===== src/rtl/hololink_init_seq_pkg.sv =====
// rtl/hololink_init_seq_pkg.sv - shared types and defaults for the init-table APB sequencer
package hololink_init_seq_pkg;

    typedef enum logic [2:0] {
        WAIT_DLY,
        SETUP,
        ACCESS,
        NEXT,
        DONE
    } init_state_t;

    typedef struct packed {
        logic [31:0] addr;
        logic [31:0] data;
    } init_entry_t;

    localparam int INIT_TIMEOUT   = 1024;
    localparam int INIT_START_DLY = 64;

endpackage


===== src/rtl/hololink_init_seq.sv =====
// rtl/hololink_init_seq.sv - writes the init register table over APB, then passes the host master through
module hololink_init_seq
    import hololink_init_seq_pkg::*;
#(
    parameter int N_INIT_REG = 9,
    parameter int START_DLY  = INIT_START_DLY,
    parameter int TIMEOUT    = INIT_TIMEOUT,
    parameter int IDX_W      = (N_INIT_REG > 1) ? $clog2(N_INIT_REG) : 1
) (
    input  logic             i_apb_clk,
    input  logic             i_apb_rst,
    output logic [IDX_W-1:0] o_init_idx,
    input  logic [63:0]      i_init_entry,
    input  logic             i_restart,
    output logic             o_init_busy,
    output logic             o_init_done,
    output logic             o_init_err,
    output logic [IDX_W-1:0] o_err_idx,
    input  logic             s_apb_psel,
    input  logic             s_apb_penable,
    input  logic             s_apb_pwrite,
    input  logic [31:0]      s_apb_paddr,
    input  logic [31:0]      s_apb_pwdata,
    output logic [31:0]      s_apb_prdata,
    output logic             s_apb_pready,
    output logic             s_apb_pslverr,
    output logic             m_apb_psel,
    output logic             m_apb_penable,
    output logic             m_apb_pwrite,
    output logic [31:0]      m_apb_paddr,
    output logic [31:0]      m_apb_pwdata,
    input  logic [31:0]      m_apb_prdata,
    input  logic             m_apb_pready,
    input  logic             m_apb_pslverr
);

    localparam int DLY_W = (START_DLY > 0) ? $clog2(START_DLY + 1) : 1;
    localparam int TO_W  = $clog2(TIMEOUT + 1);
    localparam logic [IDX_W-1:0] LAST_IDX = IDX_W'(N_INIT_REG - 1);
    localparam logic [DLY_W-1:0] DLY_LAST = DLY_W'((START_DLY > 0) ? START_DLY - 1 : 0);
    localparam logic [TO_W-1:0]  TO_LAST  = TO_W'(TIMEOUT - 1);

    init_state_t      state, next_state;
    logic [DLY_W-1:0] dly_cnt;
    logic [TO_W-1:0]  to_cnt;
    logic [IDX_W-1:0] idx;
    logic [IDX_W-1:0] err_idx;
    logic             err;
    init_entry_t      entry, entry_q;
    logic             rec_err;
    logic             restart_go;

    assign entry       = init_entry_t'(i_init_entry);
    assign o_init_idx  = idx;
    assign o_init_err  = err;
    assign o_err_idx   = err_idx;
    assign o_init_busy = (state != DONE);
    assign o_init_done = (state == DONE);
    assign restart_go  = (state == DONE) && i_restart && !s_apb_psel;

    always_comb begin
        next_state    = state;
        rec_err       = 1'b0;
        m_apb_psel    = 1'b0;
        m_apb_penable = 1'b0;
        m_apb_pwrite  = 1'b0;
        m_apb_paddr   = '0;
        m_apb_pwdata  = '0;
        s_apb_prdata  = '0;
        s_apb_pready  = 1'b0;
        s_apb_pslverr = 1'b0;
        case (state)
            WAIT_DLY: begin
                if (START_DLY == 0 || dly_cnt == DLY_LAST)
                    next_state = SETUP;
            end
            SETUP: begin
                // Address phase drives the table entry directly; ACCESS replays the captured copy.
                m_apb_psel   = 1'b1;
                m_apb_pwrite = 1'b1;
                m_apb_paddr  = entry.addr;
                m_apb_pwdata = entry.data;
                next_state   = ACCESS;
            end
            ACCESS: begin
                m_apb_psel    = 1'b1;
                m_apb_penable = 1'b1;
                m_apb_pwrite  = 1'b1;
                m_apb_paddr   = entry_q.addr;
                m_apb_pwdata  = entry_q.data;
                if (m_apb_pready) begin
                    rec_err    = m_apb_pslverr;
                    next_state = NEXT;
                end else if (to_cnt == TO_LAST) begin
                    rec_err    = 1'b1;
                    next_state = NEXT;
                end
            end
            NEXT: begin
                next_state = (idx == LAST_IDX) ? DONE : SETUP;
            end
            DONE: begin
                m_apb_psel    = s_apb_psel;
                m_apb_penable = s_apb_penable;
                m_apb_pwrite  = s_apb_pwrite;
                m_apb_paddr   = s_apb_paddr;
                m_apb_pwdata  = s_apb_pwdata;
                s_apb_prdata  = m_apb_prdata;
                s_apb_pready  = m_apb_pready;
                s_apb_pslverr = m_apb_pslverr;
                if (restart_go)
                    next_state = SETUP;
            end
            default: next_state = WAIT_DLY;
        endcase
    end

    always_ff @(posedge i_apb_clk or posedge i_apb_rst) begin
        if (i_apb_rst) begin
            state   <= WAIT_DLY;
            dly_cnt <= '0;
            to_cnt  <= '0;
            idx     <= '0;
            entry_q <= '0;
            err     <= 1'b0;
            err_idx <= '0;
        end else begin
            state <= next_state;
            if (state == WAIT_DLY && dly_cnt != '1)
                dly_cnt <= dly_cnt + 1'b1;
            if (state == ACCESS)
                to_cnt <= (to_cnt == '1) ? to_cnt : to_cnt + 1'b1;
            else
                to_cnt <= '0;
            if (state == SETUP)
                entry_q <= entry;
            if (state == NEXT && idx != LAST_IDX)
                idx <= idx + 1'b1;
            if (restart_go) begin
                idx     <= '0;
                err     <= 1'b0;
                err_idx <= '0;
            end else if (rec_err) begin
                // First failure since restart/reset keeps its index.
                err <= 1'b1;
                if (!err)
                    err_idx <= idx;
            end
        end
    end

endmodule


===== config.mk =====
export PLATFORM = sky130hd
export DESIGN_NAME = hololink_init_seq
export DESIGN_NICKNAME = d
export VERILOG_FILES = /design/src/rtl/hololink_init_seq_pkg.sv /design/src/rtl/hololink_init_seq.sv
export SDC_FILE = /design/constraint.sdc
export NUM_CORES = 1
export LEC_CHECK = 0
export BUFFER_PORTS_ARGS = -buffer_cell sky130_fd_sc_hd__buf_4
export CAP_MARGIN = 20
export CORE_UTILIZATION = 40
export DETAILED_ROUTE_END_ITERATION = 12
export GPL_TIMING_DRIVEN = 0
export PLACE_DENSITY = 0.72
export SLEW_MARGIN = 15
export SYNTH_ARGS = -nofsm -noshare
export SYNTH_HDL_FRONTEND = slang
export SYNTH_SLANG_ARGS = --single-unit

===== constraint.sdc =====
create_clock -name i_apb_clk -period 6.2 [get_ports i_apb_clk]
set_input_delay 0 -clock i_apb_clk [delete_from_list [all_inputs] [get_ports i_apb_clk]]
set_output_delay 0 -clock i_apb_clk [all_outputs]
set_load 0.1 [all_outputs]

---- Yosys cells after proc, flatten, opt, wreduce, memory -nomap -nowiden ----
Index checks and enable logic that the tools add are counted.
storage, ports and cells
  logic and storage cells ................. 64
  output and inout port bits .............. 112
  flip-flop bits (word level) ............. 94
cells by class
  add/sub/neg operators ................... 3
  multiplexer cells ....................... 26
  equal/unequal tests ..................... 16
  reduce and logical (&&, ||, !) cells .... 11
operators by type and width
  operator                                                            count
  32-bit case mux with 3 select lines                                 2
  32-bit two-way mux                                                  1
  11-bit two-way mux                                                  2
  4-bit two-way mux                                                   5
  3-bit two-way mux                                                   5
  3-bit case mux with 5 select lines                                  1
  11-bit by 1-bit adder with 11-bit output (second input constant)    1
  11-bit by 10-bit == test with 1-bit output (second input constant)  1
  11-bit == test (second input constant)                              1
  7-bit by 1-bit adder with 7-bit output (second input constant)      1
  7-bit by 6-bit == test with 1-bit output (second input constant)    1
  1-bit two-way mux                                                   7
  7-bit != test (second input constant)                               1
  3-bit by 2-bit == test with 1-bit output (second input constant)    2
  3-bit != test (second input constant)                               2
  1-bit case mux with 2 select lines                                  3
  4-bit by 1-bit adder with 4-bit output (second input constant)      1
  4-bit == test (second input constant)                               1
  1-bit logical AND                                                   4
  2-bit by 1-bit != test with 1-bit output (second input constant)    2
  2-bit != test (second input constant)                               2
  4-bit != test (second input constant)                               1
  2-bit nonzero test                                                  2
  3-bit by 1-bit == test with 1-bit output (second input constant)    1
  6 further kinds                                                     6

---- Depth between registers and ports, before layout ----
Gate-level depths: netlist of run 1.
  depth in word-level cells ............... 6
  depth in mapped cells ................... 7
  mapped depth without buffers ............ 6

---- Worst setup path before layout of run 1 ----
Ideal clock, no wire load.
  path kind ............................... reg2out
  from .................................... reg state[1]
  to ...................................... out m_apb_paddr[10]
  required time ........................... 6.200 ns
  slack ................................... 2.810 ns
  arrival time ............................ 3.390 ns
  cell stages (with the launch flop) ...... 6
  cells stage by stage .................... dfrtp_1 > and2b_1 > clkbuf_1 > clkbuf_1 > a22oi_1 > o21ai_0
on the way
  word-level cells in the longest chain between the ends .. 2
ends and longest elaborated chain
  element                                      line                      source
  start: declaration                           hololink_init_seq.sv:43   init_state_t state, next_state;
  start signal: assignment                     hololink_init_seq.sv:128  state <= next_state;
  3-bit == test, or another cell as far along  hololink_init_seq.sv:72   case (state)
  32-bit case mux with 3 select lines *        hololink_init_seq.sv:72
  end: declaration                             hololink_init_seq.sv:30   output logic [31:0] m_apb_paddr,
Mark *: on every way between the ends. The rest lies on a longest branch, timed or not.

---- Worst setup path after layout of run 1 ----
  from .................................... reg state[2]
  to ...................................... out m_apb_paddr[18]
Same word-level chain as after synthesis.

==> out/qor.csv, run 1 <==
stage,metric,value,unit
status,status,"finished, final reports clean",
timing,setup_viol,0,
grt,grt.total_usage,25.89,%
synthesis,ys_seq_area_share,44.40,%
setup_path,reg2reg_to,state[2],
timing,rsz0062_at_grt,no,
clocking,clkTransAtPathRegs,0.07,ns
final_layout,diodes,0,
timing,fin_setup_tns,0,ns
setup_path,cp_slowest_stage_delay,0.52,ns
synthesis,synth_area_leader_cell,dfrtp_1,
clocking,cts.htree.levels,3,
setup_path,rr_worst_depth,7,
final_layout,drive_gt1_share,42.81,%
detailed_routing,vias,5699,
synthesis,synth_area_per_cell,9.650,um^2
synthesis,synth_area,0.005298,mm^2
final_layout,nets,1078,
timing,skew,0.006161,ns
setup_path,reg2reg_slack,4.27,ns
timing,slew-limit-headroom,61.75,%
setup_path,r2r-start,state[2],
die,fp.dieArea,0.01371,mm^2
setup_path,critPathSlowestCell,dfrtp_1,
detailed_routing,wire_per_inst,16.87,um
grt,grt_pass1_vias,5503,
setup_path,end_kind,output pin,
setup_path,critPathBufInv,5,
detailed_routing,wirelength,18270,um
setup_path,path_delay_family,buffers and inverters,
clocking,cts_num_sinks,94,
timing,finalCritPeriodShare,42.89,%
die,die_h,117.1,um
grt,grt_pass1_wl,27170,um
detailed_routing,vias_per_cell,5.262,
die,coreArea,0.01277,mm^2
synthesis,synth_nets,721,
setup_path,cp.required,6.20,ns
hold_path,hold_end,o_init_err,
timing,tightest_slew,0.5737,ns
timing,hold_violations,0,
timing,max_freq,0.3761,GHz
final_layout,synthToLayoutAreaGrowth,63.25,%
die,initial_utilization,41.47,%
hold_path,hold_depth,3,
die,die_x,117.1,um
setup_path,crit_type,reg -> out,
placement,place.gp.congestion,0.8403,
synthesis,synthDistinctLibCells,45,
die,ios,280,
synthesis,yosys_warnings,0,
setup_path,cpMostUsedCell,buf_2,
clocking,clock_latency,0.33,ns
synthesis,synth-edff-count,0,
hold_path,hp-start,m_apb_pslverr,
grt,gr-total-overflow,0,
setup_path,worstPathMaxFanout,10,
detailed_routing,drtIter0Drc,288,
synthesis,yosys.area.top_type_share,44.40,%
clocking,cts_buffers,9,
setup_path,start_kind,flip-flop,
synthesis,async_reset_ff_share,100.0,%
timing,slew_violations,0,
clocking,cts_tree,yes,
timing,finalCriticalPeriod,2.659,ns
placement,dpl_cell_area,0.007637,mm^2
synthesis,syn_inst,549,
synthesis,yosys-top-cells-area,"dfrtp_1 44%, mux2_2 14%, a22oi_1 9.1%, o21ai_0 6.0%, nand2_1 5.4%",
clocking,ctsLongestPathBuffers,2,
detailed_routing,drc_errors,0,
clocking,cts-root-buf,clkbuf_16,
synthesis,synth-main-ff-cell,dfrtp_1,
synthesis,ys_ff_latch,94,
grt,antenna_found_initial,0,
final_layout,finalInstanceArea,0.008648,mm^2
detailed_routing,final_antenna_net_count,0,
clocking,post_cts_resized,0,
detailed_routing,first_pass_iters,5,
hold_path,hp-class,in -> reg,
grt,grt_max_degree,59,
placement,hpwl,13540,um
die,rows,41,
job,drv_cap,0,
setup_path,cp_data_arrival_time,2.66,ns
setup_path,crit_chain,or3b_1 > buf_2 > inv_2 > buf_2 > buf_2 > nand2_1 > o21ai_0 > buf_4,
placement,port_buffers,279,
## flip-flops by register name, indices dropped and copies added, names as in the netlist
register,count
state,3
to_cnt,11
dly_cnt,7
o_err_idx,4
entry_q,64
o_init_err,1
o_init_idx,4
## cell usage after synthesis, types with 2 or more instances
cell type  instances
a21o_1             3
a21oi_1            6
a22o_1             4
a22oi_1           64
a31oi_1            3
and2_1            34
and3_1             3
buf_2             16
buf_4              6
clkbuf_1          18
dfrtp_1           94
ha_1               4
inv_1              8
mux2_2            66
nand2_1           76
nand2b_1           3
nand3_1            7
nand4_1            2
nor2_1            23
nor2b_1            2
nor3_1             6
nor4_1             2
o21ai_0           64
o31ai_1            5
or3b_1             2
xnor2_1            2
xor2_1             8
## what timing repair did
action,in CTS,in global routing
hold endpoints to repair,101,0
setup buffers,0,0
hold buffers,66,0
## cells in the final DEF (no fill, tap or decap), drive strengths merged, types with 3 or more instances in the layout
| cell type | Yosys | final |
|---|---|---|
| o21ai | 65 | 65 |
| inv | 9 | 9 |
| clkbuf | 19 | 32 |
| nor2 | 23 | 23 |
| o31ai | 5 | 5 |
| dlygate4sd3 | 0 | 66 |
| mux2 | 66 | 66 |
| ha | 4 | 4 |
| and3 | 3 | 3 |
| a21o | 3 | 3 |
| a22oi | 64 | 64 |
| nor3 | 7 | 7 |
| nand2 | 76 | 76 |
| a22o | 4 | 4 |
| buf | 23 | 303 |
| nand3 | 7 | 7 |
| nand2b | 3 | 3 |
| and2 | 34 | 34 |
| a21oi | 6 | 6 |
| xor2 | 8 | 8 |
| dfrtp | 94 | 94 |
| a31oi | 3 | 3 |
| bufinv | 0 | 3 |
## worst min-delay path, cell delays in order
cell      delay (ns)
buf_4           0.09
nand2_1         0.08
o221ai_1        0.18
## metrics by stage
step           std cells  setup slack, ns  util [%]  hold slack, ns
5_1_grt             1083            3.410     67.71         0.05295
3_5_place_dp        1001            3.913     59.79         0.06655
3_3_place_gp        1000            2.702     59.56          0.2423
6_report            1083            3.541     67.71         0.05613
2_1_floorplan        549            2.810         -          0.1516
4_1_cts             1083            3.551     67.71         0.04331
## cell type report
| cell class | instances | area (um^2) |
|---|---|---|
| Sequential cell | 94 | 2352 |
| Timing Repair Buffer | 346 | 2783 |
| Inverter | 9 | 36.28 |
| Fill cell | 998 | 4125 |
| Clock inverter | 3 | 90.09 |
| Buffer | 42 | 209.0 |
| Multi-Input combinational cell | 404 | 2703 |
| Tap cell | 172 | 215.2 |
| Clock buffer | 13 | 260.3 |
## logic make-up (layout without fill, tap and decap cells)
kind of cell | Yosys count | in the layout | synth area share (%)
AOI/OAI and AO/OA | 157 | 157 | 19.30
DFF | 94 | 94 | 44.40
adders and majority gates | 4 | 4 | 0.9448
muxes | 67 | 67 | 14.22
xor gates and xnor gates | 10 | 10 | 1.653
buffers and inverters | 51 | 413 | 4.582
and+or+nand+nor | 166 | 166 | 14.90
## layer usage
| layer | GRT usage [%] | vias to the layer above | part of all wire [%] |
|---|---|---|---|
| li1 | - | 2680 | - |
| met1 | 30.02 | 2755 | 40 |
| met2 | 48.84 | 232 | 53 |
| met3 | 2.626 | 32 | 4.6 |
| met4 | 10.30 | 0 | 2.7 |
| met5 | 0 | - | 0 |
## worst max-delay path by stage
stage	startpoint	end	cells past startpoint
2_1_floorplan	state[1]	m_apb_paddr[10]	5
3_3_place_gp	i_apb_rst	entry_q[11]	2
3_5_place_dp	state[2]	m_apb_paddr[18]	8
4_1_cts	state[2]	m_apb_paddr[18]	8
5_1_grt	state[1]	m_apb_paddr[29]	6
6_report	state[2]	m_apb_paddr[18]	8
Power of run 1 is left out: the tool's default activity adds up to more than one toggle a clock period on the data nets, which glitch-free logic cannot reach.
==> run 2, diff against run 1 <==
Settings changed: ABC_AREA set to 1, PLACE_DENSITY 0.72 to 0.76.
Clock period 6.2 ns to 2.44 ns, I/O delays scaled along.
==> out/qor.csv, run 2 <==
stage,metric,value,unit
status,status,"finished, final reports clean",
synthesis,syn_inst,683,
timing,setup_slack,0.2009,ns
placement,dpl_cell_area,0.007526,mm^2
timing,skew,0.01019,ns
setup_path,worstPathMaxFanout,10,
die,rows,41,
placement,post-place-ws,0.5729,ns
placement,place.gp.congestion,0.8544,
timing,slew_violations,0,
pwr,p_leak,4.431,nW
synthesis,yosys_warnings,0,
final_layout,diodes,0,
setup_path,end_kind,output pin,
setup_path,crit_type,reg -> out,
setup_path,cp_data_arrival_time,2.24,ns
synthesis,synth_area_leader_cell,dfrtp_1,
grt,grt_max_degree,36,
die,initial_utilization,40.94,%
detailed_routing,vias_per_cell,4.877,
synthesis,synthDistinctLibCells,30,
setup_path,cp.required,2.44,ns
die,fp.dieArea,0.01332,mm^2
clocking,ctsLongestPathBuffers,2,
synthesis,synth_compound_area_share,18.14,%
synthesis,yosys-top-cells-area,"dfrtp_1 46%, nand2_1 13%, o211ai_1 9.3%, inv_1 8.8%, o21ai_0 6.8%",
clocking,cts.htree.levels,3,
synthesis,synth_xor_area_share,1.192,%
detailed_routing,vias,5940,
die,ios,280,
detailed_routing,drc_errors,0,
grt,antenna_found_initial,0,
final_layout,mostFrequentLayoutCells,"283 x buf_4, 183 x nand2_1, 120 x inv_1, 94 x dfrtp_1, 69 x o21ai_0",
timing,finalCriticalPeriod,2.239,ns
final_layout,largest_reg_flops,64,
final_layout,nets,1213,
synthesis,yosys.area_share.simple,21.57,%
final_layout,synthToLayoutAreaGrowth,65.10,%
setup_path,cp_slowest_stage_delay,0.43,ns
final_layout,largest-register,entry_q,
synthesis,async_reset_ff_share,100.0,%
clocking,cts_tree,yes,
detailed_routing,wire_per_inst,14.91,um
final_layout,finalInstanceArea,0.008494,mm^2
setup_path,critPathSlowestCell,dfrtp_1,
timing,hold_violations,0,
timing,max_freq,0.4466,GHz
detailed_routing,drtIter0Drc,290,
grt,grt_pass1_wl,27720,um
synthesis,yosys.area.top_type_share,45.72,%
setup_path,start_kind,flip-flop,
timing,rsz0062_at_grt,no,
grt,grt.total_usage,27.17,%
timing,setup_viol,0,
synthesis,synth-edff-count,0,
synthesis,netlist_top_cells_count,"183 x nand2_1, 121 x inv_1, 94 x dfrtp_1",
hold_path,hp-class,in -> reg,
clocking,cts-root-buf,clkbuf_16,
timing,tightest_slew,0.5925,ns
detailed_routing,wirelength,18160,um
job,drv_cap,0,
synthesis,ys_ff_latch,94,
detailed_routing,first_pass_iters,5,
final_layout,reg_top3,"entry_q: 64 flops, to_cnt: 11 flops, dly_cnt: 7 flops",
clocking,clock_latency,0.34,ns
placement,port_buffers,279,
clocking,cts_buffers,9,
synthesis,synth_area,0.005145,mm^2
setup_path,cpMostUsedCell,buf_2,
pwr,power_density,1561,mW/mm^2
final_layout,final_util,67.59,%
synthesis,synth_nets,855,
die,die_x,115.4,um
clocking,clkTransAtPathRegs,0.06,ns
pwr,ir_drop,0.9764,mV
die,die_h,115.4,um
final_layout,drive_gt1_share,32.41,%
synthesis,synthAdderAreaFrac,0.9728,%
synthesis,synth_mux_area_share,0,%
timing,finalCritPeriodShare,91.77,%
synthesis,synth_most_common_cell,nand2_1,
die,coreArea,0.01257,mm^2
timing,slew-limit-headroom,60.50,%
placement,hpwl,12760,um
final_layout,layout.cells.most_common,buf_4,
detailed_routing,final_antenna_net_count,0,
clocking,cts_num_sinks,94,
grt,gr-total-overflow,0,
synthesis,ys_seq_area_share,45.72,%
synthesis,synth_area_per_cell,7.533,um^2
synthesis,synth_top_family_by_area,simple AND/OR/NAND/NOR gates,
grt,grt_pass1_vias,5801,
setup_path,crit_chain,nor3_2 > buf_2 > buf_2 > nand2_1 > o211ai_1 > buf_4,
synthesis,synth-main-ff-cell,dfrtp_1,
[run 2: cell count changes in the layout (fill, tap and decap cells not counted), sizes merged, moves of 5 or more]
cell | before | now
buf | 303 | 309
o21ai | 65 | 73
nand4 | 2 | 7
mux2 | 66 | 0
o211ai | 0 | 64
inv | 9 | 124
nand2 | 76 | 183
nor2 | 23 | 48
clkbuf | 32 | 19
a22oi | 64 | 0
and2 | 34 | 0
nand3 | 7 | 24
[run 2: cell families after synthesis]
logic type | count (synthesis)
compound gates | 147
xor+xnor | 7
flops | 94
buf+inv | 159
fa+ha+maj | 4
simple gates | 272
[run 2: worst paths after layout]
path                              start               end  slack, ns  cells after the start
setup / recovery               state[1]  m_apb_pwdata[17]       0.20                      6
setup reg to reg               state[1]       entry_q[43]       0.65                      4
hold reg to reg            o_err_idx[1]      o_err_idx[1]       0.50                      2
min in group asynchronous     i_apb_rst       entry_q[56]       0.25                      3
hold / removal             m_apb_pready        o_init_err       0.04                      4
max in group asynchronous     i_apb_rst       entry_q[50]       1.53                      5
[run 2: metal layers]
metal	GRT usage (%)	up-vias	part of all wire, %
li1	-	2897	-
met5	0	-	0
met2	51.30	258	51
met4	9.351	0	2.4
met1	30.37	2754	39
met3	5.178	31	6.8
[run 2: final cells by class]
type,count,area [um^2]
buffer,34,170.2
clock buffer,12,246.5
clock inverter,4,70.07
fill,1039,4074
inverter,125,473.0
multi-input combinational,430,2155
sequential,94,2352
tap,172,215.2
timing repair buffer,347,2813
[run 2: worst max-delay path, delay by kind of cell (launching register included)]
kind	cells	cell delay (ns)
flops	1	0.43
buf+inv	3	0.95
compound gates	1	0.17
simple gates	2	0.34
[run 2: what timing repair did]
action / 4_1_cts / 5_1_grt
hold buffers: 65 / 0
endpoints found under the setup margin: 0 / 1
buffers inserted: 0 / 0
endpoints found under the hold margin: 80 / 0
resized for setup: 0 / 2
[run 2: report_power, final]
part | total (W) | switching (W) | internal, W
Clock | 0.00151 | 0.000585 | 0.000924
Sequential | 0.00250 | 0.000282 | 0.00222
Combinational | 0.00925 | 0.00734 | 0.00192
Total | 0.0133 | 0.00820 | 0.00506
[run 2: through the flow]
step           std cells  TNS [ns]  hold slack (ns)  total power [W]
6_report            1218         0          0.03895          0.01326
5_1_grt             1218         0          0.05335          0.01386
4_1_cts             1218         0          0.01758          0.01324
3_5_place_dp        1137         0          0.04884          0.01164
3_3_place_gp        1134         0           0.2274          0.01153
2_1_floorplan        683    -3.067           0.1397         0.009402
(Power assumes the default switching activity.)
